$ cat config.mk
export PLATFORM = sky130hd
export DESIGN_NAME = rate_tick_sequencer_flat
export DESIGN_NICKNAME = d
export VERILOG_FILES = /design/src/rtl/rate_tick_sequencer_if.sv /design/src/rtl/rate_tick_sequencer.sv /design/src/flat_wrapper.sv
export SDC_FILE = /design/constraint.sdc
export NUM_CORES = 1
export LEC_CHECK = 0
export ABC_AREA = 1
export CORE_UTILIZATION = 60
export DETAILED_ROUTE_END_ITERATION = 10
export PLACE_DENSITY = 0.92
export SYNTH_ARGS = -nofsm -noshare
export SYNTH_HDL_FRONTEND = slang
export SYNTH_SLANG_ARGS = --single-unit
$ cat constraint.sdc
create_clock -name clk -period 3.1 [get_ports clk]
set_input_delay 0.62 -clock clk [delete_from_list [all_inputs] [get_ports clk]]
set_output_delay 0.62 -clock clk [all_outputs]
set_load 0.01 [all_outputs]
$ cat src/rtl/rate_tick_sequencer_if.sv
//------------------------------------------------------------------------------
// rate_tick_sequencer_if : controller/ROM/timebase signal bundle for the
//                          rate tick sequencer
// Revision: 1.0
//------------------------------------------------------------------------------
`default_nettype none

interface rate_tick_sequencer_if #(
  parameter int SEL_W = 4,
  parameter int CNT_W = 32
);
  logic             en;
  logic             rate_req;
  logic [SEL_W-1:0] rate_sel;
  logic             rate_ack;
  logic [SEL_W-1:0] rom_sel;
  logic [CNT_W-1:0] rom_data;
  logic [SEL_W-1:0] cur_sel;
  logic             tick;
  logic             busy;

  // System side: controller request, run enable and the ROM read data.
  modport master (
    output en, rate_req, rate_sel, rom_data,
    input  rate_ack, rom_sel, cur_sel, tick, busy
  );

  modport slave (
    input  en, rate_req, rate_sel, rom_data,
    output rate_ack, rom_sel, cur_sel, tick, busy
  );
endinterface

`default_nettype wire

$ cat src/rtl/rate_tick_sequencer.sv
//------------------------------------------------------------------------------
// rate_tick_sequencer : ROM-driven down-counter emitting a tick every ldv+1
//                       clocks, with rate changes applied on period boundaries
// Revision: 1.0
//------------------------------------------------------------------------------
`default_nettype none

module rate_tick_sequencer #(
  parameter int SEL_W     = 4,
  parameter int CNT_W     = 32,
  parameter int MIN_COUNT = 1
) (
  input  logic                 clk,
  input  logic                 rst,
  rate_tick_sequencer_if.slave bus
);

  localparam logic [CNT_W-1:0] C_MIN_COUNT = CNT_W'(MIN_COUNT);
  localparam logic [CNT_W-1:0] C_ONE       = CNT_W'(1);

  typedef enum logic [1:0] {
    IDLE  = 2'd0,
    LOAD  = 2'd1,
    COUNT = 2'd2
  } state_t;

  state_t           state_q, state_d;
  logic [CNT_W-1:0] count_q, count_d;
  logic [SEL_W-1:0] cur_sel_q, cur_sel_d;
  logic [SEL_W-1:0] pend_sel_q, pend_sel_d;
  logic             pend_q, pend_d;
  logic             tick_q, tick_d;
  logic             ack_q, ack_d;
  logic [CNT_W-1:0] ldv;

  assign ldv = (bus.rom_data < C_MIN_COUNT) ? C_MIN_COUNT : bus.rom_data;

  always_ff @(posedge clk) begin
    if (rst) begin
      state_q    <= IDLE;
      count_q    <= '0;
      cur_sel_q  <= '0;
      pend_sel_q <= '0;
      pend_q     <= 1'b0;
      tick_q     <= 1'b0;
      ack_q      <= 1'b0;
    end else begin
      state_q    <= state_d;
      count_q    <= count_d;
      cur_sel_q  <= cur_sel_d;
      pend_sel_q <= pend_sel_d;
      pend_q     <= pend_d;
      tick_q     <= tick_d;
      ack_q      <= ack_d;
    end
  end

  always_comb begin
    state_d    = state_q;
    count_d    = count_q;
    cur_sel_d  = cur_sel_q;
    pend_sel_d = pend_sel_q;
    pend_d     = pend_q;
    tick_d     = 1'b0;
    ack_d      = 1'b0;

    // Blocking capture during the ack cycle keeps a still-high req from re-arming.
    if (bus.rate_req && !pend_q && !ack_q) begin
      pend_d     = 1'b1;
      pend_sel_d = bus.rate_sel;
    end

    case (state_q)
      IDLE: begin
        if (pend_q) begin
          cur_sel_d = pend_sel_q;
          pend_d    = 1'b0;
          ack_d     = 1'b1;
        end else if (bus.en) begin
          state_d = LOAD;
        end
      end

      LOAD: begin
        if (!bus.en) begin
          state_d = IDLE;
          count_d = '0;
        end else begin
          count_d = ldv;
          state_d = COUNT;
        end
      end

      COUNT: begin
        if (!bus.en) begin
          state_d = IDLE;
          count_d = '0;
        end else if (count_q != '0) begin
          count_d = count_q - C_ONE;
        end else begin
          tick_d = 1'b1;
          // A change costs one LOAD cycle so the ROM sees the new select first.
          if (pend_q) begin
            cur_sel_d = pend_sel_q;
            pend_d    = 1'b0;
            ack_d     = 1'b1;
            state_d   = LOAD;
          end else begin
            count_d = ldv;
          end
        end
      end

      default: begin
        state_d = IDLE;
        count_d = '0;
      end
    endcase
  end

  assign bus.rate_ack = ack_q;
  assign bus.rom_sel  = cur_sel_q;
  assign bus.cur_sel  = cur_sel_q;
  assign bus.tick     = tick_q;
  assign bus.busy     = (state_q != IDLE);

endmodule

`default_nettype wire

$ cat src/flat_wrapper.sv
// flat-port wrapper written by rule: the top's interface ports become plain ports
module rate_tick_sequencer_flat 
#(
  parameter int SEL_W     = 4,
  parameter int CNT_W     = 32,
  parameter int MIN_COUNT = 1
)
  (clk, rst, bus_en, bus_rate_req, bus_rate_sel, bus_rom_data, bus_rate_ack, bus_rom_sel, bus_cur_sel, bus_tick, bus_busy);
  rate_tick_sequencer_if #(.SEL_W(SEL_W), .CNT_W(CNT_W)) bus_i ();
  input  logic clk;
  input  logic rst;
  input wire logic [$bits(bus_i.en)-1:0] bus_en;
  input wire logic [$bits(bus_i.rate_req)-1:0] bus_rate_req;
  input wire logic [$bits(bus_i.rate_sel)-1:0] bus_rate_sel;
  input wire logic [$bits(bus_i.rom_data)-1:0] bus_rom_data;
  output wire logic [$bits(bus_i.rate_ack)-1:0] bus_rate_ack;
  output wire logic [$bits(bus_i.rom_sel)-1:0] bus_rom_sel;
  output wire logic [$bits(bus_i.cur_sel)-1:0] bus_cur_sel;
  output wire logic [$bits(bus_i.tick)-1:0] bus_tick;
  output wire logic [$bits(bus_i.busy)-1:0] bus_busy;
  assign bus_i.en = bus_en;
  assign bus_i.rate_req = bus_rate_req;
  assign bus_i.rate_sel = bus_rate_sel;
  assign bus_i.rom_data = bus_rom_data;
  assign bus_rate_ack = bus_i.rate_ack;
  assign bus_rom_sel = bus_i.rom_sel;
  assign bus_cur_sel = bus_i.cur_sel;
  assign bus_tick = bus_i.tick;
  assign bus_busy = bus_i.busy;
  rate_tick_sequencer #(.SEL_W(SEL_W), .CNT_W(CNT_W), .MIN_COUNT(MIN_COUNT)) u_core (.clk(clk), .rst(rst), .bus(bus_i));
endmodule
## Word-level counts from Yosys, hierarchy flattened

Index checks and enable logic that the tools add are counted.

| cells by class | value |
|---|---|
| $add $sub $neg | 1 |
| $lt $le $gt $ge | 1 |
| equality and inequality tests | 9 |
| mux-type cells | 27 |
| bitwise operators | 3 |
| reductions and logical operators | 12 |

Operators by type and width:

| kind | count |
|---|---|
| 32-bit two-way mux | 5 |
| 32-bit case mux with 3 select lines | 1 |
| 32-bit by 1-bit less-than comparator with 1-bit output (second input constant) | 1 |
| 32-bit nonzero test | 1 |
| 32-bit by 1-bit subtractor with 32-bit output (second input constant) | 1 |
| 2-bit two-way mux | 6 |
| 4-bit two-way mux | 3 |
| 1-bit two-way mux | 8 |
| 2-bit != test (second input constant) | 4 |
| 4-bit case mux with 2 select lines | 1 |
| 2-bit case mux with 3 select lines | 1 |
| 4-bit != test (second input constant) | 1 |
| 1-bit case mux with 2 select lines | 2 |
| 4-bit AND reduction | 1 |
| 2-bit nonzero test | 2 |
| 3-bit by 2-bit != test with 1-bit output (second input constant) | 1 |
| 3-bit != test (second input constant) | 1 |
| 1-bit NOT | 3 |
| 3-bit AND reduction | 1 |
| 3-bit OR reduction | 1 |
| 2-bit by 1-bit equality test with 1-bit output (second input constant) | 1 |
| 2-bit equality test (second input constant) | 1 |
| 1-bit logical AND | 2 |
| 1-bit logical NOT | 2 |
| other kinds (2) | 2 |

| storage, ports and cells | value |
|---|---|
| bits in registers | 45 |
| input bits | 40 |
| output and inout port bits | 11 |
| logic and storage cells | 60 |

## Depth between registers and ports, before layout

Gate-level depths: netlist of the first run.

| depth | value |
|---|---|
| word-level depth | 8 |
| depth in mapped cells | 13 |
| mapped depth without buffers | 13 |

## Least setup slack after synthesis of the first run

No wires, ideal clock.

| timing | value |
|---|---|
| path kind | register -> register |
| start | register u_core.state_q[0] |
| end | register u_core.count_q[10] |
| setup time | 0.070 ns |
| arrival | 1.650 ns |
| required time | 3.030 ns |
| slack | 1.380 ns |
| cell stages (with the launch flop) | 11 |
| clock period less this slack | 1.720 ns |
| path through | dfxtp_1 inv_1 ha_1 nand2_2 inv_1 nand3_4 nand2_4 nor2_2 buf_4 nand2_1 a21oi_2 |

| on the way | value |
|---|---|
| longest elaborated chain between the ends | 3 |
| elaborated cells on any way between the ends | 7 |
| those cells by class | eq/ne: 3; mux: 1; bitwise: 1; reduce/logical: 2 |

RTL lines:

| item | line | RTL |
|---|---|---|
| start, declared | rate_tick_sequencer.sv:27 | `state_t state_q, state_d;` |
| start signal, assigned | rate_tick_sequencer.sv:48 | `state_q <= state_d;` |
| 2-bit equality test / 2-bit logical NOT (equally long branches) | rate_tick_sequencer.sv:73 | `case (state_q)` |
| 4-bit != test (no source line) / 1-bit NOT (equally long branches) | n/a |  |
| 2-bit AND reduction (no source line) | n/a |  |
| end signal, assigned | rate_tick_sequencer.sv:49 | `count_q <= count_d;` |
| end, declared | rate_tick_sequencer.sv:28 | `logic [CNT_W-1:0] count_q, count_d;` |

Several ways; a longest one is shown, not always the timed one.
A chain may end at the register's enable or synchronous reset.

## Final worst setup path of the first run

| timing | value |
|---|---|
| start | register u_core.state_q[0] |
| end | register u_core.count_q[27] |

Same word-level chain as after synthesis.

==> results of run 1 <==
[cells by family (layout without fill, tap and decap cells)]
logic type	count (synthesis)	count (layout)	synth area share
flops	45	45	0.2422
buf+inv	91	133	0.1218
compound gates	67	67	0.1265
simple gates	377	377	0.4823
xor+xnor	3	3	0.007065
fa+ha+maj	6	6	0.02018
[sequential cells by signal, summed over array words and instances, names as in the netlist]
signal and count:
u_core.state_q 2, u_core.bus.cur_sel 4, u_core.pend_sel_q 4, u_core.bus.tick 1, u_core.bus.rate_ack 1, u_core.count_q 32
u_core.pend_q 1
[Yosys cell counts (7+ instances only)]
cell type,instances
sky130_fd_sc_hd__inv_1,66
sky130_fd_sc_hd__o21ai_0,9
sky130_fd_sc_hd__nor2_2,7
sky130_fd_sc_hd__a211oi_1,10
sky130_fd_sc_hd__buf_4,10
sky130_fd_sc_hd__nand3_1,38
sky130_fd_sc_hd__dfxtp_1,45
sky130_fd_sc_hd__nand3_2,20
sky130_fd_sc_hd__nand2_1,189
sky130_fd_sc_hd__a21oi_1,17
sky130_fd_sc_hd__nor2_1,90
sky130_fd_sc_hd__nand4_1,7
sky130_fd_sc_hd__a21oi_2,22
[power by group through the flow]
stage / combinational (W) / sequential (W) / clock (W)
5_1_grt: 0.000735 / 0.000635 / 0.000501
2_1_floorplan: 0.000503 / 0.000643 / 0
3_5_place_dp: 0.000652 / 0.000644 / 0
6_report: 0.000674 / 0.000633 / 0.000472
3_3_place_gp: 0.000635 / 0.000642 / 0
4_1_cts: 0.000658 / 0.000631 / 0.000470
[cell type report]
class / count / area [µm²]
Fill cell: 493 / 1680
Tap cell: 75 / 93.84
Sequential cell: 45 / 900.9
Inverter: 69 / 259.0
Timing Repair Buffer: 56 / 540.5
Clock buffer: 5 / 68.82
Clock inverter: 3 / 46.29
Multi-Input combinational cell: 453 / 2366
[worst reg2reg max path, delay by kind of cell, from the launching register on]
family                   cells  cell delay [ps]
AND/OR/NAND/NOR              5             1460
flip-flops                   1              430
adder cells (fa/ha/maj)      1              260
AO/OA/AOI/OAI                1              200
buffers and inverters        2              170
[cell usage in the layout, fill, tap and decap left out, types with 2 or more instances in the layout]
master / count
sky130_fd_sc_hd__clkbuf_8: 5
sky130_fd_sc_hd__a21oi_1: 17
sky130_fd_sc_hd__nor2_4: 6
sky130_fd_sc_hd__nand2_1: 189
sky130_fd_sc_hd__buf_4: 6
sky130_fd_sc_hd__nor2_1: 90
sky130_fd_sc_hd__nor3b_1: 2
sky130_fd_sc_hd__dfxtp_1: 45
sky130_fd_sc_hd__a21oi_2: 22
sky130_fd_sc_hd__xor2_1: 2
sky130_fd_sc_hd__ha_1: 6
sky130_fd_sc_hd__o21ai_2: 6
sky130_fd_sc_hd__nor2_8: 2
sky130_fd_sc_hd__nand3_1: 38
sky130_fd_sc_hd__nor2_2: 7
sky130_fd_sc_hd__o21bai_1: 2
sky130_fd_sc_hd__a211oi_1: 10
sky130_fd_sc_hd__nand4_1: 7
sky130_fd_sc_hd__nor3_1: 4
sky130_fd_sc_hd__inv_1: 66
sky130_fd_sc_hd__clkdlybuf4s50_1: 49
sky130_fd_sc_hd__nand3_2: 20
sky130_fd_sc_hd__inv_2: 2
sky130_fd_sc_hd__nand2_4: 5
sky130_fd_sc_hd__nand2_2: 3
sky130_fd_sc_hd__o21ai_0: 9
[worst min path at each step]
| stage | startpoint | end | slack, ps | cells after the start |
|---|---|---|---|---|
| 2_1_floorplan | u_core.pend_sel_q[0] | u_core.pend_sel_q[0] | 440 | 2 |
| 3_3_place_gp | u_core.pend_sel_q[3] | u_core.bus.cur_sel[3] | 440 | 2 |
| 3_5_place_dp | u_core.pend_sel_q[2] | u_core.bus.cur_sel[2] | 460 | 2 |
| 4_1_cts | u_core.pend_sel_q[2] | u_core.bus.cur_sel[2] | 470 | 2 |
| 5_1_grt | u_core.pend_sel_q[3] | u_core.bus.cur_sel[3] | 500 | 2 |
| 6_report | u_core.pend_sel_q[2] | u_core.bus.cur_sel[2] | 470 | 2 |
[per-layer routing]
layer	routed length [µm]	up-vias	GRT usage
met3	755	43	0.05618
met2	4575	234	0.5466
met1	4232	1797	0.3917
met4	357	0	0.1696
li1	-	1935	-
met5	0	-	0
[through the flow]
step           hold WS (ps)  cells  area, µm²  worst slack [ps]
3_3_place_gp          444.9    698       4160             368.2
5_1_grt               497.6    706       4275             276.0
6_report              471.8    706       4275             498.9
3_5_place_dp          458.3    698       4160             257.7
2_1_floorplan         440.0    589       3720              1380
4_1_cts               472.4    706       4275             571.0
==> metrics.sh, run 1 <==
VDD_IR_DROP_MAX_V=0.0002752
CRITICAL_PATH.STARTPOINT='u_core.state_q[0]'
LARGEST_NET_DEGREE_AT_THE_START_OF_GLOBAL_ROUTING=46
DRT-TOTAL-WL_MM=9.920
FP.DIEW_UM=80.74
FIN_TOTAL_PWR_W=0.001779
SYN_INST=589
CTS_TREE='done'
NET_COUNT_OF_THE_MAPPED_NETLIST=635
GPL.FINAL_WEIGHTED_CONGESTION=0.9451
CRIT_FAMILY='simple AND/OR/NAND/NOR gates'
TIMING.CLOCK.SKEW_PS=7.953
CRIT_FANOUT=31
P_CLK_FRAC=0.266
GRT_ANTENNA_BEFORE_REPAIR=0
FRACTION_OF_FINAL_LAYOUT_CELLS_WITH_DRIVE_STRENGTH_GREATER_THAN_1=0.1426
GRT_FIRST_PASS_WIRELENGTH_MM=16.53
TIMING.MAX_CAP.VIOLATIONS=0
CLOCKROOTBUFFER='sky130_fd_sc_hd__clkbuf_8'
CLK_PIN_SLEW_PS=90
POWER.DENSITY_CELL_AREA_nW_PER_UM2=416.0
TIMING.RR.START='u_core.state_q[0]'
VIAS=4009
IO_PINS=51
CTS_HOLD_BUF=0
CRIT_ARRIVAL_PS=2830
FINAL_NETS=676
ENDPOINT='u_core.count_q[27]'
NUMBER_OF_GLOBAL_ROUTE_VIAS_BEFORE_REPAIR=3786
BUFFER_PORTS.INSERTED=50
SYNTHESIZED_FLOP_AND_LATCH_TOTAL=45
NUMBER_OF_SETUP_VIOLATIONS_IN_THE_FINAL_REPORT=0
DETAIL_ROUTE.ITER0.VIOLATIONS=351
SYNTH_TOP_CELL_AREA_SHARE=0.2422
POSTROUTEANTENNANETS=0
HPWL_MM=7.037
MAXSLEWVIOLCOUNT=0
TIMING.MAX_SLEW.REL_SLACK=0.1035
MAXCLOCKFREQUENCY_GHz=0.3844
YS_TOP_CELLS_BY_AREA='sky130_fd_sc_hd__dfxtp_1, sky130_fd_sc_hd__nand2_1, sky130_fd_sc_hd__nor2_1'
CTS_HTREE_LEVELS=2
GR-TOTAL-OVERFLOW=0
HP-CLASS='flop to flop'
MIN_PERIOD_PS=2601
SYNTHDISTINCTLIBCELLS=35
POSTSYNTHAREAPERCELL_UM2=6.315
DRC=0
CLOCK-SINKS=45
STATUS='finished clean'
YS_SEQ_AREA_FRAC=0.2422
FINAL_HOLD_VIOL_COUNT=0
MAPPEDNETLISTAREA_UM2=3720
CRITICAL_PATH_CELL_COUNT=9
WORST_R2R_ENDPOINT='u_core.count_q[27]'
CTS_REPAIR_RESIZE_COUNT=0
CRITICAL-PATH-MAX-STAGE-DELAY_PS=990
CRITPATHBUFINV=2
SYNTH_LARGEST_AREA_CELL='sky130_fd_sc_hd__dfxtp_1'
WORSTPATHCELLLIST='inv_1, ha_1, nand2_2, inv_1, nand3_4, nand2_4, nor2_2, nand2_1, a21oi_1'
CTS.REPAIR_TIMING.SETUP_BUFFER_COUNT=0
DRT_PASS1_ITERATIONS=5
CLK_LATENCY_PS=310
INITIAL_UTILIZATION=0.6246
GRTUSAGETOTAL=0.3235
SWITCHING_SHARE=0.3896
PERIOD_SHARE=0.8391
TIGHTESTPINTRANSITION_PS=1343
ROUTEDWLPERCELL_UM=14.05
FLOORPLAN.ROWS=28
POWER_SWITCHING_W=0.0006929
ANTENNA_CELLS_INSERTED=0
DIE-AREA_UM2=6519
NUMBER_OF_CTS_INSERTED_BUFFERS=5
CORE-AREA_UM2=5956
COMBPWRFRAC=0.379
STATIC-LEAKAGE-POWER_nW=1.896
YOSYS_WARNINGS=0
PWR-SHARE-SEQ=0.356
CRITICAL-PATH-SLOWEST-CELL='sky130_fd_sc_hd__nor2_2'
DIE-HEIGHT_UM=80.74
INTERNAL-POWER_W=0.001086
LAYOUT.CORE_UTILIZATION=0.7179
CRITICAL_PATH_CLASS='flop to flop'
SYNTH_EDF_COUNT=0
WORSTREGTOREGCELLS=9
RSZ0062_AT_GRT='false'
WORST_EP_REQUIRED_TIME_PS=3320
CRITICAL_PATH.ENDPOINT_TYPE='flop'
R2R_SETUP_SLACK_PS=500
CRITICAL_PATH_STARTPOINT_CATEGORY='flop'
FIN_TNS_SETUP_PS=0
SYNTH_FLOP_CELL='sky130_fd_sc_hd__dfxtp_1'
MAX-CLOCK-PATH-BUFFERS=2
SYN2LAYOUT_AREA_GROWTH_PCT=14.93
CRIT_TOP_CELL='sky130_fd_sc_hd__inv_1'
SYNTHARSTFLOPSHARE=0
DETAIL_ROUTE.VIAS_PER_CELL=5.678
Power figures use the tool's default switching activity.
==> inputs of run 2 (changes only) <==
--- a/config.mk
+++ b/config.mk
@@ -6,9 +6,9 @@
 export NUM_CORES = 1
 export LEC_CHECK = 0
 export ABC_AREA = 1
-export CORE_UTILIZATION = 60
+export CORE_UTILIZATION = 56
 export DETAILED_ROUTE_END_ITERATION = 10
-export PLACE_DENSITY = 0.92
+export PLACE_DENSITY = 0.87
 export SYNTH_ARGS = -nofsm -noshare
 export SYNTH_HDL_FRONTEND = slang
 export SYNTH_SLANG_ARGS = --single-unit
==> constraint.sdc (replaced) <==
create_clock -name clk -period 2.4 [get_ports clk]
set_input_delay 0.48 -clock clk [delete_from_list [all_inputs] [get_ports clk]]
set_output_delay 0.48 -clock clk [all_outputs]
set_load 0.01 [all_outputs]
==> metrics.sh, run 2 (synthesis gave the netlist of run 1 again) <==
FINAL_NETS=688  # was 676
LEADING_CELL_TYPES_IN_THE_LAYOUT_FILL_AND_TAPS_EXCLUDED='sky130_fd_sc_hd__nand2_1, sky130_fd_sc_hd__nor2_1, sky130_fd_sc_hd__inv_1'  # unchanged
POST-ROUTE-WORST-SETUP-SLACK_PS=141.5  # was 498.9 ps
TIMING.MAX_SLEW.REL_SLACK=0.5956  # was 0.1035
TIMING.RR.START='u_core.state_q[0]'  # unchanged
FIN_TOTAL_PWR_W=0.002205  # was 0.001779 W
MAXSLEWVIOLCOUNT=0  # unchanged
DRT-TOTAL-WL_MM=9.876  # was 9.920 mm
MAXCLOCKFREQUENCY_GHz=0.4428
RSZ0062_AT_GRT='false'  # unchanged
TIMING.CLOCK.SKEW_PS=3.485  # was 7.953 ps
INITIAL_UTILIZATION=0.5825  # was 0.6246
HOLD-WORST-SLACK_PS=467.6  # was 471.8 ps
CRITICAL_PATH.ENDPOINT_TYPE='output port'  # was flop
DIE-AREA_UM2=6972  # was 6519 µm²
FP.DIEW_UM=83.50  # was 80.74 µm
NUMBER_OF_SETUP_VIOLATIONS_IN_THE_FINAL_REPORT=0  # unchanged
DETAIL_ROUTE.VIAS_PER_CELL=5.419  # was 5.678
FINAL_HOLD_VIOL_COUNT=0  # unchanged
BUFFER_PORTS.INSERTED=50  # unchanged
PLACEDINSTANCEAREA_UM2=4265  # was 4160 µm²
HPWL_MM=7.355  # was 7.037 mm
GRT_FIRST_PASS_WIRELENGTH_MM=16.85  # was 16.53 mm
WORST_EP_REQUIRED_TIME_PS=1920  # was 3320 ps
CORE-AREA_UM2=6386  # was 5956 µm²
WORST_R2R_ENDPOINT='u_core.count_q[4]'  # was u_core.count_q[27]
VDD_IR_DROP_MAX_V=0.0003548  # was 0.0002752 V
CLK_PIN_SLEW_PS=100  # was 90 ps
ENDPOINT='bus_busy'  # was u_core.count_q[27]
PERIOD_SHARE=0.9410
MAX-CLOCK-PATH-BUFFERS=2  # unchanged
DRT_PASS1_ITERATIONS=5  # unchanged
GRT_ANTENNA_BEFORE_REPAIR=0  # unchanged
SYN2LAYOUT_AREA_GROWTH_PCT=17.26  # was 14.93%
FINAL_COMMON_CELL='sky130_fd_sc_hd__nand2_1'  # unchanged
CRITICAL_PATH_CLASS='flop to output port'  # was flop to flop
ROUTEDWLPERCELL_UM=13.72  # was 14.05 µm
LARGEST_REGISTER_FFS=32  # unchanged
DRC=0  # unchanged
POSTROUTEANTENNANETS=0  # unchanged
CTS_HTREE_LEVELS=2  # unchanged
R2R_SETUP_SLACK_PS=330  # was 500 ps
WORSTREGTOREGCELLS=10  # was 9
FRACTION_OF_FINAL_LAYOUT_CELLS_WITH_DRIVE_STRENGTH_GREATER_THAN_1=0.1586  # was 0.1426
POWER.DENSITY_CELL_AREA_nW_PER_UM2=505.6  # was 416.0 nW/µm²
NUMBER_OF_CTS_INSERTED_BUFFERS=5  # unchanged
DETAIL_ROUTE.ITER0.VIOLATIONS=260  # was 351
CRITICAL_PATH_STARTPOINT_CATEGORY='flop'  # unchanged
POST_ROUTE_STANDARD_CELL_AREA_EXCLUDING_FILLERS_UM2=4362  # was 4275 µm²
NUMBER_OF_GLOBAL_ROUTE_VIAS_BEFORE_REPAIR=3727  # was 3786
CLK_LATENCY_PS=310  # about the same
CRIT_FANOUT=4  # was 31
HP-CLASS='flop to flop'  # unchanged
CLOCK-SINKS=45  # unchanged
CLOCKROOTBUFFER='sky130_fd_sc_hd__clkbuf_8'  # unchanged
CTS_TREE='done'  # unchanged
TIMING.MAX_CAP.VIOLATIONS=0  # unchanged
CRITICAL_PATH.STARTPOINT='u_core.state_q[0]'  # unchanged
POST_PLACEMENT_WORST_SETUP_SLACK_PS=-217.3  # was 257.7 ps
GRTUSAGETOTAL=0.2930  # was 0.3235
STATUS='finished clean'  # unchanged
REGMOSTFLOPS='u_core.count_q'  # unchanged
LARGEST_NET_DEGREE_AT_THE_START_OF_GLOBAL_ROUTING=32  # was 46
GR-TOTAL-OVERFLOW=0  # unchanged
ANTENNA_CELLS_INSERTED=0  # unchanged
TIGHTESTPINTRANSITION_PS=605.2  # was 1343 ps
IO_PINS=51  # unchanged
MIN_PERIOD_PS=2258
DIE-HEIGHT_UM=83.50  # was 80.74 µm
CRIT_ARRIVAL_PS=1780  # was 2830 ps
CTS.REPAIR_TIMING.SETUP_BUFFER_COUNT=0  # unchanged
GPL.FINAL_WEIGHTED_CONGESTION=0.9633  # was 0.9451
VIAS=3902  # was 4009
STATIC-LEAKAGE-POWER_nW=1.944  # was 1.896 nW
FLOORPLAN.ROWS=29  # was 28
run 2: worst min path at each step:
stage / startpoint / endpoint / slack, ps / depth (start not counted)
after floorplan: u_core.pend_sel_q[0] / u_core.pend_sel_q[0] / 440 / 2
after global placement: u_core.pend_sel_q[0] / u_core.bus.cur_sel[0] / 450 / 2
after detailed placement: u_core.pend_sel_q[1] / u_core.pend_sel_q[1] / 460 / 2
after CTS: u_core.pend_sel_q[3] / u_core.bus.cur_sel[3] / 480 / 2
after global routing: u_core.pend_sel_q[0] / u_core.pend_sel_q[0] / 490 / 2
final: u_core.pend_sel_q[3] / u_core.bus.cur_sel[3] / 470 / 2
run 2: metrics by stage:
step                      utilization  cells  setup TNS, ps
after floorplan                     -    589              0
after global placement         0.6679    712          -1001
after detailed placement       0.6679    712          -1784
after CTS                      0.6830    720              0
after global routing           0.6830    720              0
final                          0.6830    720              0
run 2: worst max-delay path, cell delays in order, from the launching register on:
cell and delay [ps]:
sky130_fd_sc_hd__dfxtp_1 400, sky130_fd_sc_hd__inv_1 90, sky130_fd_sc_hd__ha_1 230, sky130_fd_sc_hd__inv_1 180, sky130_fd_sc_hd__clkdlybuf4s50_1 570
run 2: cell type report:
type,count,area (µm²)
well taps,77,96.34
fillers,575,2024
inverters,69,259.0
repair buffers,68,643.1
multi-input cells,453,2371
flip-flops and latches,45,900.9
clock buffers,5,68.82
clock inverters,3,22.52
run 2: per-layer routing:
metal / GRT usage / share of wire / vias up
met2: 0.5030 / 0.47 / 155
met1: 0.3758 / 0.43 / 1762
met3: 0.04748 / 0.075 / 21
met5: 0 / 0 / -
li1: - / - / 1964
met4: 0.09399 / 0.025 / 0
run 2: timing repair:
| action | CTS | global route |
|---|---|---|
| hold buffers | 0 | 0 |
| gates resized for setup | 1 | 0 |
| setup endpoints to repair | 8 | 0 |
run 2: report_power, final:
group	internal, W	leakage [nW]	switching, W
registers	0.000783	0.365	0.0000293
logic	0.000325	1.54	0.000558
clock network	0.000205	0.0364	0.000305
==> RTL change 1: new RTL, settings of run 1 <==
Re-encode `state_t` (3 states) as one-hot, 3 bits wide.
--- a/src/rtl/rate_tick_sequencer.sv
+++ b/src/rtl/rate_tick_sequencer.sv
@@ -19,8 +19,8 @@
   localparam logic [CNT_W-1:0] C_ONE       = CNT_W'(1);
 
-  typedef enum logic [1:0] {
-    IDLE  = 2'd0,
-    LOAD  = 2'd1,
-    COUNT = 2'd2
+  typedef enum logic [2:0] {
+    IDLE  = 3'b001,
+    LOAD  = 3'b010,
+    COUNT = 3'b100
   } state_t;
 
Check against the original RTL: same outputs for any inputs over 10 cycles, from zero or initial values and one cycle with rst high; not proved beyond that.
==> RTL change 1 against run 1 <==
Sequential cell count up 1. Routed wire length down 5.1%. Via count down 5.3%. Final cell count down 2.4%. Total power down 5.6%. Synthesized area down 11%. Register-to-register slack better by 0.20 ns. Core utilization up 3.6 points. Cell area down 8.2%. Worst setup slack better by 0.13 ns. Clock power down 3%.
==> RTL change 1: results (changes against run 1) <==
[timing]
whs_ns = 0.4734  ; +0.001571 ns

[synthesis]
yosys-top-cells-area = dfxtp_1 (28%), nand2_1 (21%), nor2_1 (9.8%)
synthTopCellsByCount = nand2_1 (190), nor2_1 (87), nand3_1 (57), inv_1 (55), dfxtp_1 (46)
yosys.area_share.adder_pct = 0.7533  ; -1.3 points
ys_seq_area_share_pct = 27.72  ; +3.5 points
synth_xor_xnor_area_share_pct = 1.318  ; +0.61 points
synth.distinct_cells = 28  ; -20%
synth_compound_area_share_pct = 11.94  ; -0.71 points

[global_routing]
grt_usage_pct = 33.08  ; +0.73 points
grt_max_degree = 40  ; -13%
grt_pass1_wl_um = 15570  ; -5.8%
grt_pass1_vias = 3510  ; -7.3%

[power_and_ir_drop]
irDropWorstVdd_uv = 483.1  ; +76%
p_leak_nw = 1.800  ; -5.1%

[critical_path]
ff2ff_setup_slack_ns = 0.70  ; +0.20 ns
cpPeakStageDelay_ns = 0.44  ; -0.55 ns
r2r-start = u_core.count_q[28]
path_max_fanout = 14  ; -55%
crit_arrival_ns = 2.65  ; -0.18 ns
timing.rr.end = u_core.count_q[2]
critical_path.startpoint = bus_rom_data[3]
cpMaxStageDelayCell = clkdlybuf4s50_1

[finish]
drive_gt1_share_pct = 6.947  ; -7.3 points
nets = 660  ; -2.4%

[run_status]
status = complete, no violations

[route]
drt-initial-drc-count = 321  ; -8.5%
vias = 3797  ; -5.3%

[placement]
hpwl_um = 6793  ; -3.5%
place.gp.congestion = 0.9967  ; +5.5%

[hold_path]
hold_path_end = u_core.pend_sel_q[0]

RTL change 1: logic make-up after synthesis:
family	count (synthesis)
AND/OR/NAND/NOR	373
adder cells (fa/ha/maj)	2
AO/OA/AOI/OAI	73
XOR/XNOR	5
buffers and inverters	79
flip-flops	46
RTL change 1: worst reg2reg max path, stage by stage (launching register included):
cell	delay [ns]
dfxtp_1	0.34
nor2_1	0.22
nand2_1	0.11
nor2_1	0.12
nand2_1	0.10
nor2_4	0.33
nand3_1	0.15
nand2_1	0.11
inv_1	0.46
nand2_1	0.26
a21oi_1	0.08
RTL change 1: per-layer routing:
metal / part of all wire [%] / vias to the layer above / global-route usage, %
met1: 43 / 1703 / 40.19
met2: 47 / 163 / 56.40
li1: - / 1905 / -
met3: 7.1 / 26 / 5.030
met5: 0 / - / 0
met4: 3.4 / 0 / 16.73
RTL change 1: power breakdown:
group          internal (W)  total, W  leakage [nW]  switching, W
registers          0.000623  0.000648         0.373     0.0000244
logic              0.000194  0.000573          1.38      0.000380
clock network      0.000241  0.000457        0.0514      0.000216
RTL change 1: layout make-up:
class | instances | area [um2]
clock buffers | 6 | 72.57
repair buffers | 55 | 538.0
clock inverters | 2 | 37.54
multi-input cells | 453 | 2056
inverters | 57 | 214.0
well taps | 70 | 87.58
flip-flops and latches | 46 | 920.9
fillers | 460 | 1279
RTL change 1: metrics by stage:
step,util [%],instances,instance area (um2),setup WS [ns]
after floorplan,-,578,3322,1.311
after global placement,73.32,681,3816,0.4245
after detailed placement,73.32,681,3816,0.3475
after CTS,75.43,689,3926,0.6698
after global routing,75.43,689,3926,0.4634
final,75.43,689,3926,0.6242
==> RTL change 2: new RTL, config.mk and constraints of run 1 <==
Made on the original files. `SEL_W` is set to 4 in 3 places; all go to 3.
--- a/src/rtl/rate_tick_sequencer_if.sv
+++ b/src/rtl/rate_tick_sequencer_if.sv
@@ -7,5 +7,5 @@
 
 interface rate_tick_sequencer_if #(
-  parameter int SEL_W = 4,
+  parameter int SEL_W = 3,
   parameter int CNT_W = 32
 );
--- a/src/rtl/rate_tick_sequencer.sv
+++ b/src/rtl/rate_tick_sequencer.sv
@@ -7,5 +7,5 @@
 
 module rate_tick_sequencer #(
-  parameter int SEL_W     = 4,
+  parameter int SEL_W     = 3,
   parameter int CNT_W     = 32,
   parameter int MIN_COUNT = 1
--- a/src/flat_wrapper.sv
+++ b/src/flat_wrapper.sv
@@ -2,5 +2,5 @@
 module rate_tick_sequencer_flat 
 #(
-  parameter int SEL_W     = 4,
+  parameter int SEL_W     = 3,
   parameter int CNT_W     = 32,
   parameter int MIN_COUNT = 1
Ports: changed (resized bus_cur_sel, bus_rate_sel and bus_rom_sel); port bits go from 51 to 48. The function was not compared with the original's and may differ.
==> RTL change 2 against run 1 <==
Maximum frequency increased by 6.8%. Cell area fell by 7.2%. Routed wire length increased by 0.49%. Sequential cell count is 2 lower. Worst setup slack improved by 0.16 ns. Synthesized area shrank 10%. Critical endpoint is now u_core.count_q[2]. Highest routed layer unchanged.
Power is not compared: it rests on default switching activity, and its combinational part moved more than twofold at a synthesized area within 25%.
==> RTL change 2: results (changes against run 1) <==
[global_routing]
grt_use_met1_pct = 45.30  ; +6.1 points
use_met2_pct = 58.92  ; +4.3 points
grt_pass1_wl_um = 16160  ; -2.2%
grt_usage_pct = 34.92  ; +2.6 points
grt_pass1_vias = 3520  ; -7.0%
grt_max_degree = 38  ; -17%
grtUsageMet3_pct = 4.671  ; -0.95 points

[route]
vias = 3915  ; -2.3%
drt-met1-wl_um = 4254  ; +0.52%
drt-initial-drc-count = 360  ; +2.6%
drt-total-wl_um = 9969  ; +0.49%
wl_met3_um = 788  ; +4.4%
wl_per_cell_um = 14.55  ; +3.6%

[finish]
seq_share_pct = 21.69  ; +0.62 points
nets = 659  ; -2.5%
clock_buffers = 6  ; +1
multi_input_comb_cells = 452  ; -0.22%
clkCellAreaFrac_pct = 2.963  ; +0.27 points
buf_share_pct = 14.06  ; +1.4 points
post-route-util_pct = 75.78  ; +4.0 points
multi_input_area_share_pct = 53.88  ; -1.5 points
seq_cell_count = 43  ; -4.4%
multiInputGateArea_um2 = 2138  ; -9.6%
layout.non_clock_inverters = 55  ; -20%
nFillCells = 440  ; -11%
drive_gt1_share_pct = 7.642  ; -6.6 points

[synthesis]
synth_compound_area_share_pct = 10.21  ; -2.4 points
yosys.area_share.adder_pct = 2.251  ; +0.23 points
ys_seq_area_share_pct = 25.82  ; +1.6 points
synth_nets = 614  ; -3.3%
synthTopCellsByCount = nand2_1 (194), nor2_1 (77), nand3_1 (58), inv_1 (54), dfxtp_1 (43)
synth_xor_xnor_area_share_pct = 2.364  ; +1.7 points
syn_inst = 569  ; -3.4%
yosys-top-cells-area = dfxtp_1 (26%), nand2_1 (22%), nand3_1 (8.7%)

[critical_path]
cpPeakStageDelay_ns = 0.69  ; -0.30 ns
crit_arrival_ns = 2.67  ; -0.16 ns
path_max_fanout = 20  ; -35%
cp_top_family = simple AND/OR/NAND/NOR gates

[placement]
pre_cts_ws_ns = 0.4941  ; +0.2364 ns
port_buffers = 47  ; -6.0%
place_area_um2 = 3851  ; -7.4%
hpwl_um = 7363  ; +4.6%
place.gp.congestion = 0.9610  ; +1.7%
placedCellCount = 677  ; -3.0%

[run_status]
status = complete, no violations

[clock_tree]
clock_latency_ns = 0.31  ; about the same

[timing]
worst_slew_pin_slew_ns = 0.9105  ; -0.4329 ns
skew_ns = 0.009011  ; +0.001058 ns

[power_and_ir_drop]
irDropWorstVdd_uv = 789.9

==> RTL change 2: path summary, 6_finish.rpt <==
path	cells past startpoint	slack, ns	start	endpoint
worst min register to register	2	0.48	u_core.pend_sel_q[1]	u_core.pend_sel_q[1]
worst max-delay path	12	0.66	u_core.count_q[0]	u_core.count_q[2]
worst max register to register	12	0.66	u_core.count_q[0]	u_core.count_q[2]
worst min-delay path	2	0.48	u_core.pend_sel_q[1]	u_core.pend_sel_q[1]
==> RTL change 2: tightest hold or removal path, delay by kind of cell (launching register included) <==
family,cells,cell delay (ns)
AOI/OAI and AO/OA,1,0.06
buffers and inverters,1,0.07
DFF,1,0.31
==> RTL change 2: kinds of logic (layout without fill, tap and decap cells) <==
logic type | after synthesis | after routing
AND/OR/NAND/NOR | 374 | 374
buffers and inverters | 74 | 120
AO/OA/AOI/OAI | 63 | 63
flip-flops | 43 | 43
XOR/XNOR | 9 | 9
adder cells (fa/ha/maj) | 6 | 6
